### src/rtl/seg_pkg.sv
// rtl/seg_pkg.sv - shared constants and types for the priority encoder / seven-segment scanner
package seg_pkg;

  localparam logic [7:0] SEG_BLANK = 8'hFF;

  localparam int MODE_TRACK = 0;
  localparam int MODE_LATCH = 1;

  typedef enum logic {ST_IDLE, ST_HELD} state_t;

  // Active-low {dp,g,f,e,d,c,b,a}; dp is always off.
  localparam logic [7:0] HEX_SEG [16] = '{
    8'hC0, 8'hF9, 8'hA4, 8'hB0, 8'h99, 8'h92, 8'h82, 8'hF8,
    8'h80, 8'h90, 8'h88, 8'h83, 8'hC6, 8'hA1, 8'h86, 8'h8E
  };

endpackage

### src/rtl/seg_hex_dec.sv
// rtl/seg_hex_dec.sv - combinational hex nibble to active-low seven-segment decoder
module seg_hex_dec
  import seg_pkg::*;
(
  input  logic [3:0] nibble,
  input  logic       blank,
  output logic [7:0] seg
);

  always_comb begin
    seg = blank ? SEG_BLANK : HEX_SEG[nibble];
  end

endmodule

### src/rtl/prio_encode_scan.sv
// rtl/prio_encode_scan.sv - registered highest-index priority encoder with scanned hex display
module prio_encode_scan
  import seg_pkg::*;
#(
  parameter int N_IN       = 16,
  parameter int N_DIG      = 2,
  parameter int SCAN_DIV   = 1000,
  parameter int LATCH_MODE = 0,
  localparam int W_OUT     = $clog2(N_IN)
) (
  input  logic             i_clk,
  input  logic             i_rst_n,
  input  logic [N_IN-1:0]  i_code,
  input  logic             i_en,
  input  logic             i_clr,
  output logic [W_OUT-1:0] o_code,
  output logic             o_valid,
  output logic [7:0]       o_seg,
  output logic [N_DIG-1:0] o_dig_sel
);

  localparam int CNT_W = (SCAN_DIV > 1) ? $clog2(SCAN_DIV) : 1;
  localparam int DIG_W = (N_DIG > 1) ? $clog2(N_DIG) : 1;
  localparam int PAD_W = (W_OUT > 4 * N_DIG) ? W_OUT : 4 * N_DIG;

  logic [W_OUT-1:0] idx;
  logic             hit;
  state_t           state;
  logic [CNT_W-1:0] scan_cnt;
  logic [DIG_W-1:0] dig_idx;
  logic [PAD_W-1:0] code_pad;
  logic [3:0]       nibble;
  logic [7:0]       seg_next;

  // Ascending scan so the last (highest) set bit wins.
  always_comb begin
    idx = '0;
    for (int i = 0; i < N_IN; i++) begin
      if (i_code[i]) idx = W_OUT'(i);
    end
  end

  assign hit = i_en & (|i_code);

  always_ff @(posedge i_clk) begin
    if (!i_rst_n) begin
      o_code  <= '0;
      o_valid <= 1'b0;
      state   <= ST_IDLE;
    end else if (LATCH_MODE == MODE_TRACK) begin
      o_code  <= hit ? idx : '0;
      o_valid <= hit;
    end else if (i_clr) begin
      // Clear beats a simultaneous hit; the request is re-evaluated next cycle.
      o_code  <= '0;
      o_valid <= 1'b0;
      state   <= ST_IDLE;
    end else if (state == ST_IDLE && hit) begin
      o_code  <= idx;
      o_valid <= 1'b1;
      state   <= ST_HELD;
    end
  end

  always_ff @(posedge i_clk) begin
    if (!i_rst_n) begin
      scan_cnt <= '0;
      dig_idx  <= '0;
    end else if (scan_cnt == CNT_W'(SCAN_DIV - 1)) begin
      scan_cnt <= '0;
      dig_idx  <= (dig_idx == DIG_W'(N_DIG - 1)) ? '0 : dig_idx + DIG_W'(1);
    end else begin
      scan_cnt <= scan_cnt + CNT_W'(1);
    end
  end

  assign o_dig_sel = ~(N_DIG'(1) << dig_idx);

  assign code_pad = PAD_W'(o_code);

  always_comb begin
    nibble = '0;
    for (int k = 0; k < N_DIG; k++) begin
      if (dig_idx == DIG_W'(k)) nibble = code_pad[4*k +: 4];
    end
  end

  seg_hex_dec u_dec (
    .nibble (nibble),
    .blank  (~o_valid),
    .seg    (seg_next)
  );

  always_ff @(posedge i_clk) begin
    if (!i_rst_n) o_seg <= SEG_BLANK;
    else          o_seg <= seg_next;
  end

endmodule
### config.mk
export PLATFORM = sky130hd
export DESIGN_NAME = prio_encode_scan
export DESIGN_NICKNAME = d
export VERILOG_FILES = /design/src/rtl/seg_pkg.sv /design/src/rtl/seg_hex_dec.sv /design/src/rtl/prio_encode_scan.sv
export SDC_FILE = /design/constraint.sdc
export NUM_CORES = 1
export LEC_CHECK = 0
export ABC_CLOCK_PERIOD_IN_PS = 2900
export CORE_MARGIN = 4
export CORE_UTILIZATION = 50
export DETAILED_ROUTE_END_ITERATION = 10
export GPL_ROUTABILITY_DRIVEN = 0
export GPL_TIMING_DRIVEN = 0
export PLACE_DENSITY = 0.9
export SETUP_SLACK_MARGIN = 0.15
export SYNTH_ARGS = -nofsm -noshare
export SYNTH_HDL_FRONTEND = slang
export SYNTH_SLANG_ARGS = --single-unit
export TNS_END_PERCENT = 20
### constraint.sdc
create_clock -name i_clk -period 2.9 [get_ports i_clk]
set_input_delay 0.725 -clock i_clk [delete_from_list [all_inputs] [get_ports i_clk]]
set_output_delay 0.725 -clock i_clk [all_outputs]
set_load 0.02 [all_outputs]
==> flow_metrics.py, run 1 <==
metrics = {
    "floorplanning": {
        "ios": 35,
        "die_w_um": 57.3,
        "die_h_um": 57.3,
        "row_count": 17,
        "fp.coreArea_um2": 2250,
        "initial_core_util_pct": 53.8,
        "die_area_um2": 3280,
    },
    "setup_path": {
        "r2r-start": "dig_idx",
        "reg2reg_setup_slack_ns": 1.29,
        "cp-start-kind": "flop",
        "startpoint": "dig_idx",
        "cp-end-kind": "output port",
        "worstSetupPathType": "reg -> out",
        "cp.arrival_ns": 1.46,
        "rr_worst_depth": 7,
        "worstPathMaxFanout": 6,
        "r2r-end": "o_seg[6]",
        "cp.required_ns": 2.17,
    },
    "sta": {
        "fmax_mhz": 457,
        "rsz0062_at_grt": "no",
        "setup_viol": 0,
        "fin_crit_sh_pct": 75.4,
        "tightest_slew_ns": 0.538,
        "skew_ns": 0.0101,
        "hold_viol_final": 0,
        "finalWorstSetupSlack_ns": 0.712,
        "whs_ns": 0.454,
        "final-max-slew-violation-count": 0,
        "finalCriticalPeriod_ns": 2.19,
        "relSlewSlack_pct": 63.9,
        "tns_ns": 0,
    },
    "synth": {
        "yosys_warnings": 0,
        "synth.avg_cell_area_um2": 8.37,
        "netlist_area_um2": 1210,
        "synth-edff-count": 0,
        "yosysSeqAreaShare_pct": 37.9,
        "synth.distinct_cells": 36,
        "ys_seq_elements": 23,
        "async_reset_ff_share_pct": 0,
        "synth_flop_cell": "dfxtp_1",
        "synthCells": 145,
        "synth_fp_nets": 172,
    },
    "clock_tree": {
        "cts_root_buf": "clkbuf_4",
        "cts_setup_buffers": 0,
        "ctsLongestPathBuffers": 2,
        "cts_tree": "done",
        "cts-resized-gates": 0,
        "hold_buffers": 0,
        "clk_pin_slew_ns": 0.11,
        "insertion_delay_ns": 0.31,
        "clock_sinks": 23,
        "cts_max_level": 1,
        "cts_buffers": 3,
    },
    "cells_and_area": {
        "multiInputGateArea_um2": 683,
        "drive_gt1_share_pct": 7.18,
        "final_cell_mix": "32 x clkdlybuf4s50_1, 23 x dfxtp_1, 16 x nor2_1",
        "fin_area_um2": 1600,
        "area_delta_synth_final_pct": 31.4,
        "fill_cells": 199,
        "final_common_cell": "clkdlybuf4s50_1",
        "nNetsFinal": 209,
        "seqCellArea_um2": 460,
        "antenna-diode-count": 0,
    },
    "global_route": {
        "grt.total_usage_pct": 16.9,
        "grt_start_max_net_pins": 13,
        "grt_overflow_total": 0,
        "grt_pass1_wl_um": 4420,
        "grt_pass1_vias": 1081,
        "antenna_found_initial": 0,
    },
    "power": {
        "leakage_nw": 0.617,
        "ir_drop_uv": 283,
        "p_per_area_nw_per_um2": 376,
        "total_power_uw": 599,
    },
    "route": {
        "wl_per_cell_um": 12.4,
        "drc_errors": 0,
        "dr.pass1.iters": 4,
        "vias": 1141,
        "drt_iter0_markers": 22,
        "ant_nets": 0,
        "via_per_inst": 5.46,
        "wirelength_um": 2590,
    },
    "placement": {
        "dp_slack_ns": 0.555,
        "port_buffers": 32,
        "dp_hpwl_um": 2150,
        "post_dp_cell_area_um2": 1570,
    },
    "min_path": {
        "hold_start": "scan_cnt[0]",
        "hold_end": "scan_cnt[0]",
        "hold_path_depth": 1,
        "min_path_type": "reg -> reg",
    },
    "flow_run": {
        "maxCapViolCount": 0,
    },
    "outcome": {
        "status": "finished clean",
    },
}
## where the power goes
group	internal, mW	total (mW)	leakage [nW]	switching [mW]
clock network	0.0538	0.147	0.0150	0.0935
registers	0.327	0.334	0.188	0.00704
logic	0.0594	0.117	0.414	0.0580
total	0.441	0.599	0.617	0.159
## worst max-delay path: stages (launching register included)
cell             delay (ns)
dfxtp_1                0.33
inv_1                  0.18
clkdlybuf4s50_1        0.64
## flip-flops by register name (all words and copies together) (netlist names)
name      flops
o_code        4
dig_idx       1
scan_cnt     10
o_valid       1
o_seg         7
## how the worst max path moves through the flow
stage	endpoint	slack, ns	cells after the start
CTS	o_dig_sel[1]	0.71	2
finish	o_dig_sel[1]	0.71	2
detailed placement	o_code[2]	0.56	5
floorplan	o_code[2]	1.18	3
global placement	o_code[2]	0.57	5
global route	o_dig_sel[1]	0.65	2
## Yosys cell counts, types with 3 or more instances
| cell type | n | share of area (%) |
|---|---|---|
| o211ai_1 | 3 | 1.9 |
| xnor2_1 | 4 | 2.9 |
| a31oi_1 | 4 | 2.1 |
| ha_1 | 7 | 7.2 |
| nand2_1 | 10 | 3.1 |
| nand3_1 | 5 | 2.1 |
| a21oi_1 | 10 | 4.1 |
| nor2_1 | 16 | 4.9 |
| xor2_1 | 3 | 2.2 |
| dfxtp_1 | 23 | 38 |
| inv_1 | 9 | 2.8 |
| clkbuf_1 | 3 | 0.93 |
| and2_1 | 5 | 2.6 |
| or3_1 | 3 | 1.5 |
| o21ai_0 | 12 | 4.9 |
## cell type report
class | instances | area share, %
clock buffers | 4 | 1.65
well taps | 28 | 2.20
flip-flops and latches | 23 | 28.9
inverters | 9 | 2.12
plain buffers | 7 | 2.27
multi-input cells | 106 | 42.8
repair buffers | 32 | 20.1
## cells by family (layout without fill, tap and decap cells)
family          after synthesis  in the layout  share of synthesized area, %
buf+inv                      16             52                          5.77
compound gates               38             38                          20.2
xor+xnor                      7              7                          5.05
fa+ha+maj                     7              7                          7.22
simple gates                 51             51                          21.8
mux                           2              2                          1.75
other cells                   1              1                         0.309
flops                        23             23                          37.9
## per-layer routing
metal / GRT usage (%) / vias up / share of wire, %
met5: 0 / - / 0
met2: 32.5 / 36 / 52
met1: 16.8 / 523 / 39
met4: 9.60 / 0 / 2.6
li1: - / 576 / -
met3: 2.94 / 6 / 6.2
## per-stage QoR
step	utilization, %	std cells
3_3_place_gp	69.6	205
3_5_place_dp	69.6	205
5_1_grt	70.8	209
6_report	70.8	209
4_1_cts	70.8	209
2_1_floorplan	-	145
(Power assumes the default switching activity.)
==> run 2: changes to the inputs <==
ABC_CLOCK_PERIOD_IN_PS = 1950   (was 2900)
CORE_UTILIZATION = 42   (was 50)
PLACE_DENSITY = 0.81   (was 0.9)
clock period = 1.95 ns   (was 2.9 ns; I/O delays follow)
==> run 2 against run 1 <==
Clock skew decreased by 0.0029 ns. Final cell count increased by 1.4%. Clock-buffer cell count stayed put. Largest cell class unchanged. Via count down 0.18%.
==> flow_metrics.py, run 2 (synthesis gave the netlist of run 1 again) <==
metrics = {
    "power": {
        "p_per_area_nw_per_um2": 551,
        "ir_drop_uv": 299,
        "leakage_nw": 0.648,
        "total_power_uw": 883,
    },
    "cells_and_area": {
        "finish.utilization_pct": 58.1,
        "nNetsFinal": 209,
        "fin_area_um2": 1600,
        "antenna-diode-count": 0,
        "reg_top3": "scan_cnt (10), o_seg (7), o_code (4)",
        "drive_gt1_share_pct": 7.18,
        "area_delta_synth_final_pct": 32.1,
        "multiInputGateArea_um2": 683,
        "regMostFlops": "scan_cnt",
        "seqCellArea_um2": 460,
        "largest_reg_flops": 10,
        "final_cell_mix": "29 x clkdlybuf4s50_1, 23 x dfxtp_1, 16 x nor2_1",
        "final_common_cell": "clkdlybuf4s50_1",
        "fill_cells": 259,
    },
    "sta": {
        "skew_ns": 0.00714,
        "fmax_mhz": 541,
        "tns_ns": 0,
        "hold_viol_final": 0,
        "final-max-slew-violation-count": 0,
        "tightest_slew_ns": 0.508,
        "fin_crit_sh_pct": 94.8,
        "finalCriticalPeriod_ns": 1.85,
        "relSlewSlack_pct": 65.9,
        "rsz0062_at_grt": "yes",
        "setup_viol": 0,
        "whs_ns": 0.454,
    },
    "clock_tree": {
        "cts_max_level": 1,
        "ctsLongestPathBuffers": 2,
        "cts_setup_buffers": 0,
        "cts_root_buf": "clkbuf_4",
        "insertion_delay_ns": 0.30,
        "cts_tree": "done",
        "cts_buffers": 3,
        "hold_buffers": 0,
        "clk_pin_slew_ns": 0.12,
        "clock_sinks": 23,
    },
    "setup_path": {
        "critPathTopFamily": "buffers and inverters",
        "cp-start-kind": "flop",
        "cp.required_ns": 1.46,
        "worstSetupPathType": "reg -> out",
        "cp-end-kind": "output port",
        "path_cells": "clkdlybuf4s50_1",
        "cp_slowest_cell": "clkdlybuf4s50_1",
        "cp.arrival_ns": 1.36,
        "worstPathBufferInverterCount": 1,
        "worstPathMaxFanout": 5,
        "cpPeakStageDelay_ns": 0.64,
    },
    "min_path": {
        "min_path_type": "reg -> reg",
    },
    "floorplanning": {
        "initial_core_util_pct": 44.0,
        "die_area_um2": 3810,
        "row_count": 19,
        "ios": 35,
        "die_h_um": 61.8,
        "die_w_um": 61.8,
        "fp.coreArea_um2": 2760,
    },
    "route": {
        "via_per_inst": 5.37,
        "wl_per_cell_um": 12.3,
        "drt_iter0_markers": 17,
        "drc_errors": 0,
        "wirelength_um": 2620,
        "dr.pass1.iters": 4,
        "ant_nets": 0,
        "vias": 1139,
    },
    "global_route": {
        "grt.total_usage_pct": 15.7,
        "antenna_found_initial": 0,
        "grt_start_max_net_pins": 13,
        "grt_pass1_wl_um": 4630,
        "grt_overflow_total": 0,
        "grt_pass1_vias": 1193,
    },
    "placement": {
        "dp_hpwl_um": 2180,
        "port_buffers": 32,
        "post_dp_cell_area_um2": 1570,
    },
    "outcome": {
        "status": "finished clean",
    },
    "flow_run": {
        "maxCapViolCount": 0,
    },
}
==> run 2: cell count changes in the layout (fill, tap and decap cells not counted), sizes merged <==
cell | before | now
clkdlybuf4s50 | 32 | 29
dlymetal6s2s | 0 | 2
dlygate4sd2 | 0 | 1
==> run 2: power breakdown <==
| group | total, mW | switching [mW] | internal, mW | leakage [nW] |
|---|---|---|---|---|
| Sequential | 0.498 | 0.0108 | 0.487 | 0.188 |
| Clock | 0.211 | 0.132 | 0.0795 | 0.0150 |
| Combinational | 0.174 | 0.0856 | 0.0882 | 0.445 |
==> run 2: path summary, 6_finish.rpt <==
path	start	cells past startpoint	slack [ns]	end
min	scan_cnt[0]	1	0.45	scan_cnt[0]
max	o_code[0]	1	0.10	o_code[0]
min reg2reg	scan_cnt[0]	1	0.45	scan_cnt[0]
max reg2reg	dig_idx	7	0.30	o_seg[6]
==> run 2: what timing repair did <==
| action | in CTS | in global routing |
|---|---|---|
| gates resized for setup | 1 | 2 |
| cloned | 0 | 0 |
| endpoints found under the setup margin | 6 | 11 |
==> run 2: per-layer routing <==
| layer | track usage [%] | part of all wire (%) | routed length (um) | vias up |
|---|---|---|---|---|
| li1 | - | - | - | 575 |
| met1 | 15.7 | 39 | 1010 | 525 |
| met2 | 30.6 | 54 | 1420 | 33 |
| met3 | 3.10 | 5.2 | 137 | 6 |
| met4 | 6.97 | 1.8 | 46 | 0 |
| met5 | 0 | 0 | 0 | - |
==> run 2: per-stage QoR <==
stage / std cells / setup WS (ns)
CTS: 212 / 0.0371
floorplan: 145 / 0.433
finish: 212 / 0.102
global placement: 208 / -0.125
detailed placement: 208 / -0.178
global route: 212 / 0.0449
==> run 2: area by class of cell <==
type | count | area share (%)
Multi-Input combinational cell | 106 | 42.6
Sequential cell | 23 | 28.7
Timing Repair Buffer | 32 | 20.2
Tap cell | 31 | 2.42
Buffer | 7 | 2.26
Inverter | 9 | 2.11
Clock buffer | 4 | 1.64
==> run 3: changes to the inputs <==
ABC_AREA = 1   (was not set)
GPL_ROUTABILITY_DRIVEN = not set   (was 0)
==> run 3 against run 2 <==
Flip-flop and latch count stayed put. Final cell count is 13% higher. First-iteration DRC count is 29% higher. Maximum frequency is 1.3% lower. Register-to-register slack better by 0.16 ns. Worst setup slack worse by 0.024 ns. Clock power hardly changed. Non-clock buffer count is 5 lower. Combinational power is 5% lower. Sequential share of layout area is 0.33 points higher. Via count is 1.6% lower. Highest routed layer unchanged.
==> flow_metrics.py, run 3 <==
metrics = {
    "outcome": {
        "status": "finished clean",
    },
    "cells_and_area": {
        "finish.utilization_pct": 58.1,
        "nNetsFinal": 237,
        "regMostFlops": "scan_cnt",
        "antenna-diode-count": 0,
        "fill_cells": 258,
        "fin_area_um2": 1590,
        "fin_cells": 240,
        "drive_gt1_share_pct": 6.70,
        "largest_reg_flops": 10,
        "final_cell_mix": "36 x nand2_1, 33 x inv_1, 30 x clkdlybuf4s50_1",
        "final_common_cell": "nand2_1",
        "area_delta_synth_final_pct": 32.4,
        "reg_top3": "scan_cnt (10), o_seg (7), o_code (4)",
    },
    "floorplanning": {
        "die_h_um": 61.5,
        "row_count": 19,
        "die_w_um": 61.5,
        "die_area_um2": 3780,
        "initial_core_util_pct": 43.9,
        "ios": 35,
        "fp.coreArea_um2": 2730,
    },
    "clock_tree": {
        "cts_max_level": 1,
        "hold_buffers": 0,
        "cts_tree": "done",
        "ctsLongestPathBuffers": 2,
        "cts_buffers": 3,
        "clock_sinks": 23,
        "cts_root_buf": "clkbuf_4",
        "insertion_delay_ns": 0.30,
        "clk_pin_slew_ns": 0.12,
    },
    "power": {
        "p_switching_uw": 225,
        "p_int_uw": 644,
        "leakage_nw": 0.732,
        "power_frac_comb_pct": 19.0,
        "seq_power_share_pct": 57.0,
        "power.share.switching_pct": 25.9,
        "p_per_area_nw_per_um2": 547,
        "ir_drop_uv": 551,
        "clkPwrFrac_pct": 23.9,
    },
    "sta": {
        "final-max-slew-violation-count": 0,
        "tns_ns": 0,
        "fin_crit_sh_pct": 96.0,
        "fmax_mhz": 534,
        "skew_ns": 0.00343,
        "setup_viol": 0,
        "hold_viol_final": 0,
        "finalWorstSetupSlack_ns": 0.0777,
        "finalCriticalPeriod_ns": 1.87,
        "rsz0062_at_grt": "yes",
    },
    "route": {
        "wirelength_um": 2250,
        "dr.pass1.iters": 4,
        "wl_per_cell_um": 9.37,
        "drc_errors": 0,
        "drt_iter0_markers": 22,
        "ant_nets": 0,
        "via_per_inst": 4.67,
        "vias": 1121,
    },
    "synth": {
        "async_reset_ff_share_pct": 0,
        "synthCells": 173,
        "synth_top_area_share_pct": 38.4,
        "synth_top_cell_by_area": "dfxtp_1",
        "ys_seq_elements": 23,
        "netlist_area_um2": 1200,
        "synth_area_leaders": "dfxtp_1 38%, nand2_1 11%, inv_1 10%, ha_1 7.3%, nor2_1 5.9%",
        "synth.distinct_cells": 27,
        "yosysSeqAreaShare_pct": 38.4,
        "yosys_warnings": 0,
        "yosys.area_share.simple_pct": 28.5,
        "synth_flop_cell": "dfxtp_1",
        "synth_common_cells": "36 x nand2_1, 33 x inv_1, 23 x dfxtp_1",
        "synth-edff-count": 0,
        "muxShareOfSynthArea_pct": 0,
        "synth_compound_area_share_pct": 13.3,
        "synth_xor_xnor_area_share_pct": 0,
        "synth_top_family_by_area": "simple AND/OR/NAND/NOR gates",
        "synth_fp_nets": 200,
        "synth.avg_cell_area_um2": 6.94,
        "synthAdderAreaFrac_pct": 7.30,
        "yosysMostFrequentCell": "nand2_1",
    },
    "setup_path": {
        "cp-end-kind": "output port",
        "critPathTopFamily": "buffers and inverters",
        "cp_slowest_cell": "clkdlybuf4s50_1",
        "cp-start-kind": "flop",
        "cpPeakStageDelay_ns": 0.64,
        "cp.required_ns": 1.46,
        "worstPathBufferInverterCount": 1,
        "cp.arrival_ns": 1.38,
        "path_cells": "clkdlybuf4s50_1",
        "worstSetupPathType": "reg -> out",
        "worstPathMaxFanout": 5,
    },
    "placement": {
        "dp.cells": 236,
        "gp_congestion": 0.855,
        "dp_slack_ns": 0.156,
        "port_buffers": 32,
        "post_dp_cell_area_um2": 1560,
        "dp_hpwl_um": 1890,
    },
    "global_route": {
        "antenna_found_initial": 0,
        "grt.total_usage_pct": 13.2,
        "grt_overflow_total": 0,
        "grt_pass1_vias": 935,
        "grt_pass1_wl_um": 3760,
        "grt_start_max_net_pins": 14,
    },
    "flow_run": {
        "maxCapViolCount": 0,
    },
    "min_path": {
        "min_path_type": "reg -> reg",
    },
}
## run 3: cell types whose count changed after synthesis, moves of 4 or more
cell / delta
nand2_1: +26
inv_1: +24
and2_1: -5
nand3_1: +4
xnor2_1: -4
## run 3: layout make-up
cell class	count	area, um2	area share (%)
Buffer	2	15.0	0.945
Timing Repair Buffer	32	322	20.2
Sequential cell	23	462	29.1
Multi-Input combinational cell	113	593	37.3
Tap cell	31	38.8	2.44
Clock buffer	3	22.5	1.42
Inverter	35	131	8.27
Clock inverter	1	5.00	0.315
## run 3: final timing paths
check                    from           to  slack, ns  depth (start not counted)
setup / recovery    o_code[3]    o_code[3]       0.08                          1
hold / removal    scan_cnt[0]  scan_cnt[0]       0.46                          1
setup reg to reg    o_code[0]     o_seg[3]       0.46                          7
hold reg to reg   scan_cnt[0]  scan_cnt[0]       0.46                          1
## run 3: power groups by stage
| stage | clock network, mW | registers, mW | logic, mW |
|---|---|---|---|
| after floorplan | 0 | 0.520 | 0.0732 |
| after global placement | 0 | 0.506 | 0.162 |
| after detailed placement | 0 | 0.507 | 0.165 |
| after CTS | 0.215 | 0.496 | 0.166 |
| after global routing | 0.234 | 0.499 | 0.185 |
| final | 0.208 | 0.496 | 0.165 |
## run 3: cells by family (layout without fill, tap and decap cells)
| group | Yosys count | in the layout |
|---|---|---|
| and+or+nand+nor | 76 | 76 |
| other | 1 | 1 |
| AOI/OAI and AO/OA | 29 | 29 |
| DFF | 23 | 23 |
| adders and majority gates | 7 | 7 |
| buffers and inverters | 37 | 73 |
## run 3: what timing repair did
item | 4_1_cts | 5_1_grt
buffers inserted | 0 | 0
cloned | 0 | 0
gates resized for setup | 2 | 1
setup endpoints to repair | 6 | 6
## run 3: metal layers
metal,share of wire (%),routed length (um),up-vias,GRT usage [%]
met3,8.8,198,2,5.24
li1,-,-,615,-
met2,46,1040,31,23.4
met5,0,0,-,0
met1,44,982,473,14.5
met4,1.2,28,0,3.64
## run 3: per-stage QoR
stage	power, mW	hold slack [ns]
after floorplan	0.593	0.418
after global placement	0.668	0.429
after detailed placement	0.672	0.444
after CTS	0.878	0.472
after global routing	0.918	0.486
final	0.869	0.463
